[config.mk]
export PLATFORM = sky130hd
export DESIGN_NAME = relobi_sbr_router
export DESIGN_NICKNAME = d
export VERILOG_FILES = /design/src/rtl/relobi_sbr_router.sv
export SDC_FILE = /design/constraint.sdc
export NUM_CORES = 1
export LEC_CHECK = 0
export ABC_AREA = 1
export BUFFER_PORTS_ARGS = -buffer_cell sky130_fd_sc_hd__buf_2
export CORE_MARGIN = 8
export CORE_UTILIZATION = 30
export CTS_CLUSTER_SIZE = 40
export DETAILED_ROUTE_END_ITERATION = 16
export PLACE_DENSITY = 0.87
export SLEW_MARGIN = 15
export SYNTH_ARGS = -nofsm -noshare
export SYNTH_HDL_FRONTEND = slang
export SYNTH_SLANG_ARGS = --single-unit
[constraint.sdc]
create_clock -name clk_i -period 2.7 [get_ports clk_i]
set_input_delay 0.54 -clock clk_i [delete_from_list [all_inputs] [get_ports clk_i]]
set_output_delay 0.54 -clock clk_i [all_outputs]
set_load 0.05 [all_outputs]
[src/rtl/relobi_sbr_router.sv]
// Single-subordinate to N-manager request router with in-order response return and a local abort target.
// Optional build macro RELOBI_SBR_ROUTER_ABORT_CNT_EN adds a saturating 16-bit abort handshake counter (abort_cnt_o).
module relobi_sbr_router #(
  parameter int unsigned          NumMgrPorts = 2,
  parameter int unsigned          NumMaxTrans = 4,
  parameter int unsigned          DataWidth   = 32,
  parameter logic [DataWidth-1:0] ErrData     = 32'hBADCAB1E,
  parameter int unsigned          IdxWidth    = $clog2(NumMgrPorts)
) (
  input  logic                             clk_i,
  input  logic                             rst_i,
  input  logic [IdxWidth-1:0]              sel_i,
  input  logic                             sel_fault_i,
  input  logic                             sbr_req_i,
  output logic                             sbr_gnt_o,
  output logic                             sbr_rvalid_o,
  input  logic                             sbr_rready_i,
  output logic [DataWidth-1:0]             sbr_rdata_o,
  output logic                             sbr_err_o,
  output logic [NumMgrPorts-1:0]           mgr_req_o,
  input  logic [NumMgrPorts-1:0]           mgr_gnt_i,
  input  logic [NumMgrPorts-1:0]           mgr_rvalid_i,
  output logic [NumMgrPorts-1:0]           mgr_rready_o,
  input  logic [NumMgrPorts*DataWidth-1:0] mgr_rdata_i,
  input  logic [NumMgrPorts-1:0]           mgr_err_i,
  output logic                             busy_o
`ifdef RELOBI_SBR_ROUTER_ABORT_CNT_EN
  ,
  output logic [15:0]                      abort_cnt_o
`endif
);

  localparam int unsigned           CntWidth = $clog2(NumMaxTrans + 1);
  localparam logic [CntWidth-1:0]   CntMax   = CntWidth'(NumMaxTrans);
  localparam logic [IdxWidth:0]     NumPorts = (IdxWidth + 1)'(NumMgrPorts);

  logic [CntWidth-1:0] cnt_q, cnt_d;
  logic [IdxWidth-1:0] cur_idx_q, cur_idx_d;
  logic                cur_abort_q, cur_abort_d;

  logic t_abort;
  logic same_tgt;
  logic blocked;
  logic a_hs;
  logic r_hs;

  // Request side: the abort target is a separate flag so that any sel_i value can be aborted.
  always_comb begin
    t_abort   = sel_fault_i || ({1'b0, sel_i} >= NumPorts);
    same_tgt  = cur_abort_q ? t_abort : (!t_abort && (sel_i == cur_idx_q));
    blocked   = (cnt_q == CntMax) || ((cnt_q != '0) && !same_tgt);
    mgr_req_o = '0;
    sbr_gnt_o = 1'b0;
    if (!rst_i && !blocked) begin
      if (t_abort) begin
        sbr_gnt_o = sbr_req_i;
      end else begin
        for (int unsigned p = 0; p < NumMgrPorts; p++) begin
          if (IdxWidth'(p) == sel_i) begin
            mgr_req_o[p] = sbr_req_i;
            sbr_gnt_o    = mgr_gnt_i[p];
          end
        end
      end
    end
  end

  // Response side is gated by cnt so stray rvalid with nothing outstanding cannot underflow it.
  always_comb begin
    sbr_rvalid_o = 1'b0;
    sbr_rdata_o  = '0;
    sbr_err_o    = 1'b0;
    mgr_rready_o = '0;
    if (!rst_i && (cnt_q != '0)) begin
      if (cur_abort_q) begin
        sbr_rvalid_o = 1'b1;
        sbr_rdata_o  = ErrData;
        sbr_err_o    = 1'b1;
      end else begin
        for (int unsigned p = 0; p < NumMgrPorts; p++) begin
          if (IdxWidth'(p) == cur_idx_q) begin
            sbr_rvalid_o    = mgr_rvalid_i[p];
            sbr_rdata_o     = mgr_rdata_i[p*DataWidth +: DataWidth];
            sbr_err_o       = mgr_err_i[p];
            mgr_rready_o[p] = sbr_rready_i;
          end
        end
      end
    end
  end

  always_comb begin
    a_hs        = sbr_req_i && sbr_gnt_o;
    r_hs        = sbr_rvalid_o && sbr_rready_i;
    cnt_d       = cnt_q;
    cur_idx_d   = cur_idx_q;
    cur_abort_d = cur_abort_q;
    if (a_hs && !r_hs) begin
      cnt_d = cnt_q + 1'b1;
    end else if (!a_hs && r_hs) begin
      cnt_d = cnt_q - 1'b1;
    end
    if (a_hs) begin
      cur_idx_d   = sel_i;
      cur_abort_d = t_abort;
    end
  end

  always_ff @(posedge clk_i) begin
    if (rst_i) begin
      cnt_q       <= '0;
      cur_idx_q   <= '0;
      cur_abort_q <= 1'b0;
    end else begin
      cnt_q       <= cnt_d;
      cur_idx_q   <= cur_idx_d;
      cur_abort_q <= cur_abort_d;
    end
  end

  assign busy_o = !rst_i && (cnt_q != '0);

`ifdef RELOBI_SBR_ROUTER_ABORT_CNT_EN
  logic [15:0] abort_cnt_q, abort_cnt_d;

  always_comb begin
    abort_cnt_d = abort_cnt_q;
    if (a_hs && t_abort && (abort_cnt_q != 16'hFFFF)) begin
      abort_cnt_d = abort_cnt_q + 16'd1;
    end
  end

  always_ff @(posedge clk_i) begin
    if (rst_i) begin
      abort_cnt_q <= '0;
    end else begin
      abort_cnt_q <= abort_cnt_d;
    end
  end

  assign abort_cnt_o = rst_i ? 16'h0000 : abort_cnt_q;
`else
  // Abort counting is not built in this configuration.
`endif

endmodule

### Yosys cells after proc, flatten, opt, wreduce, memory -nomap -nowiden

Cells that the tools add are included.

| operators by class | value |
|---|---|
| add/subtract/negate cells | 2 |
| multipliers | 0 |
| div/mod/pow operators | 0 |
| magnitude comparators | 0 |
| equality and inequality tests | 2 |
| shift-type cells | 0 |
| mux-type cells | 23 |
| bitwise logic cells | 0 |
| reductions and logical operators | 17 |

Operators with widths:

| operator | count |
|---|---|
| 2-to-1 mux 32 bit | 3 |
| 2-to-1 mux 1 bit | 14 |
| logical AND 1 bit | 8 |
| 2-to-1 mux 2 bit | 4 |
| logical NOT 1 bit | 6 |
| 2-to-1 mux 3 bit | 2 |
| adder 3 x 1 -> 3 bit, second input constant | 1 |
| == test 3 bit, second input constant | 1 |
| nonzero test 3 bit | 1 |
| subtractor 3 x 1 -> 3 bit, second input constant | 1 |
| nonzero test 2 bit | 1 |
| == test 1 bit | 1 |
| logical OR 1 bit | 1 |

| word-level totals | value |
|---|---|
| register bits after elaboration | 5 |
| latch bits | 0 |
| bits in writable memories | 0 |
| memory bits (read-only) | 0 |
| bits of input ports | 76 |
| output and inout bits | 40 |
| word-level logic and storage cells | 47 |
| memories | 0 |

### Depth between registers and ports, before layout

| depth | value |
|---|---|
| depth in word-level cells | 14 |
| gate-level depth with buffers | 14 |
| depth with buffers taken out | 14 |

### Least setup slack after synthesis

Ideal clock, no wire load.

| timing path | value |
|---|---|
| path kind | input to register |
| from | input rst_i |
| to | register cnt_q[1] |
| setup time | 0.120 ns |
| arrival time | 2.535 ns |
| data required time | 2.580 ns |
| slack | 0.044 ns |
| stages | 9 |
| path buffers | 0 |
| cell sequence | inv_1 nand2_2 nor2_1 nand2_1 ha_1 inv_1 fa_1 o21ai_0 a21oi_1 |

| between the ends | value |
|---|---|
| cells in the longest elaborated chain, start to end | 7 |
| elaborated cells between the ends (all ways) | 13 |
| classes of those cells | 3 x mux; 10 x reduce/logical |

Ends and longest elaborated chain:

| what | line | source |
|---|---|---|
| from (decl) | 11 | `input logic rst_i,` |
| logical NOT 1 bit | 74 | `if (!rst_i && (cnt_q != '0)) begin` |
| logical AND 1 bit | 74 |  |
| 2-to-1 mux 1 bit | 74 |  |
| via sbr_rvalid_o | 16 | `output logic sbr_rvalid_o,` |
| logical AND 1 bit | 94 | `r_hs = sbr_rvalid_o && sbr_rready_i;` |
| logical NOT 1 bit | 98 | `if (a_hs && !r_hs) begin` |
| logical AND 1 bit | 98 |  |
| 2-to-1 mux 3 bit | 98 |  |
| via cnt_d[1] | 37 | `logic [CntWidth-1:0] cnt_q, cnt_d;` |
| to (signal assigned) | 115 | `cnt_q <= cnt_d;` |
| to (decl) | 37 |  |

The timed path passes the listed nets, and every way through them passes these cells.
A chain may end at the register's enable or synchronous reset.

### Worst setup path in the final report

| timing path | value |
|---|---|
| from | input rst_i |
| to | output mgr_rready_o[0] |

| between the ends | value |
|---|---|
| cells in the longest elaborated chain, start to end | 3 |

Ends and longest elaborated chain:

| what | line | source |
|---|---|---|
| logical NOT 1 bit | 74 |  |
| logical AND 1 bit | 74 |  |
| 2-to-1 mux 2 bit | 74 |  |
| to (decl) | 23 | `output logic [NumMgrPorts-1:0] mgr_rready_o,` |

No other way between the ends.

==> summary.txt <==
Run status
  • Status: complete, no violations

Finish
  • Ratio of cells with drive above 1 in the final layout: a little over half
  • Diodes inserted: 0
  • Layout Nets: roughly 330
  • Area Growth Syn to Fin: 76.5%

Timing
  • Slew Viols, Final: 0
  • Final min period: 2.33 ns
  • Max Clk Rate: about 430 MHz
  • Final hold viol count: 0
  • Setup violators final: 0
  • Worst Max-Slew Pin Slew: approximately 0.34 ns
  • Max_slew headroom: 77.5%
  • Hold WS: about 0.47 ns
  • Fraction of the cycle the final worst path needs: slightly below 90%
  • Worst Skew: 0.00681 ns
  • Setup Total Neg Slack: 0 ns
  • RSZ-0062 raised after global routing: no

Synthesis
  • Yosys warns: 0
  • Post-synthesis net count: ~220
  • Top area cells in the synthesized netlist: nor2_1 (19%), o22ai_1 (16%), dfxtp_1 (12%), a22oi_1 (12%), buf_2 (5.5%)
  • Post-synthesis sequential area ratio: approximately 12%
  • Synth Instances: between 100 and 150
  • Syn Area/Cell: about 6 um2
  • Mapped Area: between 800 and 900 um2
  • Post-synth EDFFs: 0
  • Top cells by count, synth: nor2_1 (41), o22ai_1 (21), a22oi_1 (13), nand2_1 (11), inv_1 (10)
  • Largest area contributor in the netlist: nor2_1
  • Seq cells post-synth: 5
  • Top-count cell post-synth: nor2_1
  • Post-synth top area share: 18.8%
  • Netlist cell types: 20
  • Most used DFF post-synth: dfxtp_1
  • Asr flop ratio synth: 0%

Hold path
  • Hold path cells: 2
  • Hold Path End: cnt_q[0]$_SDFFE_PP0P_
  • HP Class: input port to flip-flop
  • HP Start: rst_i

Pwr
  • Power density over the cells: approximately 630 nW/um2
  • Combinational power share: 80.1%
  • Leak: ~0.86 nW
  • Max VDD drop: 406 uV
  • Switching pwr: between 0.5 and 0.6 mW
  • Int Power: ~0.34 mW
  • Clk pwr share: 9.3%
  • Sw Ratio: between 60% and 70%
  • Seq pwr share: roughly a tenth

Setup path
  • Crit Path Class: input port to primary output
  • Most frequent CP cell: buf_2
  • Crit path cell chain: buf_2 -> inv_1 -> nand2_2 -> buf_4 -> nor3_1 -> buf_2
  • Worst r2r path cells: 13
  • Setup crit end kind: primary output
  • R2R Setup Slk: around 0.48 ns
  • CP max stage cell: buf_2
  • R2r endpoint: cnt_q[2]$_SDFFE_PP0P_
  • Worst-path maximum fanout: 23
  • CP max stage delay: 0.29 ns
  • R2R Path Start: cur_idx_q$_SDFFE_PP0P_
  • Worst EP arrival: ~1.8 ns
  • Critical Path Source Type: input port
  • Data required time of the critical path: approximately 2.2 ns

GRT
  • Largest net degree at the start of global routing: 24
  • Vias in the first global route: between 1000 and 1500
  • Total congestion overflow: 0
  • First-pass GRT wire length: between 5000 and 6000 um
  • Global-route usage over all layers: approximately 14%
  • Initial antenna violation count: 0

Detailed routing
  • Routed vias: about 1400
  • Total wire length: just under 4000 um
  • DRC Markers: 0
  • DR iter-0 viols: 47
  • Drt pass-1 iters: 4
  • WL per Instance: 13.5 um
  • Avg Vias per Cell: approximately 4.8
  • Routed Antenna Nets: 0

Floorplanning
  • Die Wd: ~68 um
  • Die height: 68.2 um
  • IO Count: roughly 120
  • Rows: 19
  • Core area: between 2000 and 3000 um2
  • Initial Utilization: a little under a third
  • DIE AREA: about 4700 um2

Placement
  • PortBufs: ~120
  • Global placement routability congestion: between 0.7 and 0.8
  • Hpwl dp: 3300 um

Clock tree
  • Clock latency on the worst-skew pair: roughly 0.24 ns
  • Clk root buf: clkbuf_4
  • Clock buffer count from CTS: 3
  • Clock net sink count: 5
  • Post-cts hold buffer count: 0
  • Post-CTS setup buffer count: 0
  • Clock Tree Buf Depth: 2
  • H-tree Lvls: 1
  • TritonCTS clock tree: done
  • Worst-path clk slew: 0.04 ns
  • PostCTS Resize Cnt: 0

Run
  • Max cap viols: 0
## area by class of cell
class	instances	area (um2)
fill	283	1220
clock buffer	4	26.3
multi-input combinational	112	621
timing repair buffer	119	606
tap	31	38.8
inverter	14	52.6
sequential	5	100
## metal layers
metal / vias up / share of wire [%] / GRT usage, %
li1: 715 / - / -
met1: 593 / 34 / 14.1
met2: 58 / 52 / 28.3
met3: 4 / 14 / 4.09
met4: 0 / 0.60 / 3.07
met5: - / 0 / 0
## sequential cells by signal (all words and copies together), names as in the netlist
signal / cells
cur_idx_q: 1
cnt_q: 3
cur_abort_q: 1
## metrics by stage
| stage | setup slack (ns) | cell area [um2] | util [%] | power, mW | instances |
|---|---|---|---|---|---|
| after floorplan | 0.0441 | 818 | - | 0.651 | 140 |
| after global placement | 0.339 | 1420 | 53.2 | 0.826 | 281 |
| after detailed placement | 0.303 | 1420 | 53.2 | 0.834 | 281 |
| after CTS | 0.361 | 1440 | 54.2 | 0.923 | 285 |
| after global routing | 0.170 | 1440 | 54.2 | 0.975 | 285 |
| final | 0.367 | 1440 | 54.2 | 0.914 | 285 |
## cell families (layout without fill, tap and decap cells)
group	Yosys count	after routing	synth area share (%)
compound gates	40	40	31.7
fa+ha+maj	2	2	3.98
simple gates	69	69	39.1
flops	5	5	12.2
xor+xnor	1	1	1.07
buf+inv	23	137	11.9
## critical path: cells and delay by family
family                 cells  cell delay, ns
buffers and inverters      4            0.87
AND/OR/NAND/NOR            2            0.38
## power by group through the flow
stage | registers [mW] | clock network, mW | logic [mW]
after floorplan | 0.0961 | 0 | 0.555
after global placement | 0.0975 | 0 | 0.729
after detailed placement | 0.0986 | 0 | 0.735
after CTS | 0.0974 | 0.0881 | 0.737
after global routing | 0.0985 | 0.0911 | 0.785
final | 0.0970 | 0.0853 | 0.732
## placed cells by master, fill, tap and decap left out
cell type and n:
nand2_1 11, buf_2 115, fa_1 1, xor2_1 1, nand4_4 1, nand3_2 1
dfxtp_1 5, nor3_1 5, inv_2 4, inv_1 10, clkbuf_4 3, ha_1 1
nor2_1 41, clkbuf_1 1, nor2_4 1, o21ai_0 3, nand3b_1 1, o22ai_1 21
buf_4 4, nand2_2 4, nor2_2 4, a22oi_1 13, a21oi_1 3
## worst max-delay path by stage
stage / endpoint / slack, ns / depth (start not counted) / from
after global routing: mgr_rready_o[0] / 0.17 / 6 / rst_i
final: mgr_rready_o[0] / 0.37 / 6 / rst_i
after floorplan: cnt_q[1]$_SDFFE_PP0P_ / 0.04 / 9 / rst_i
after global placement: cnt_q[2]$_SDFFE_PP0P_ / 0.34 / 14 / sel_i
after CTS: mgr_rready_o[0] / 0.36 / 6 / rst_i
after detailed placement: cnt_q[2]$_SDFFE_PP0P_ / 0.30 / 14 / sel_i
No activity file was read; power rests on OpenSTA's default activity.
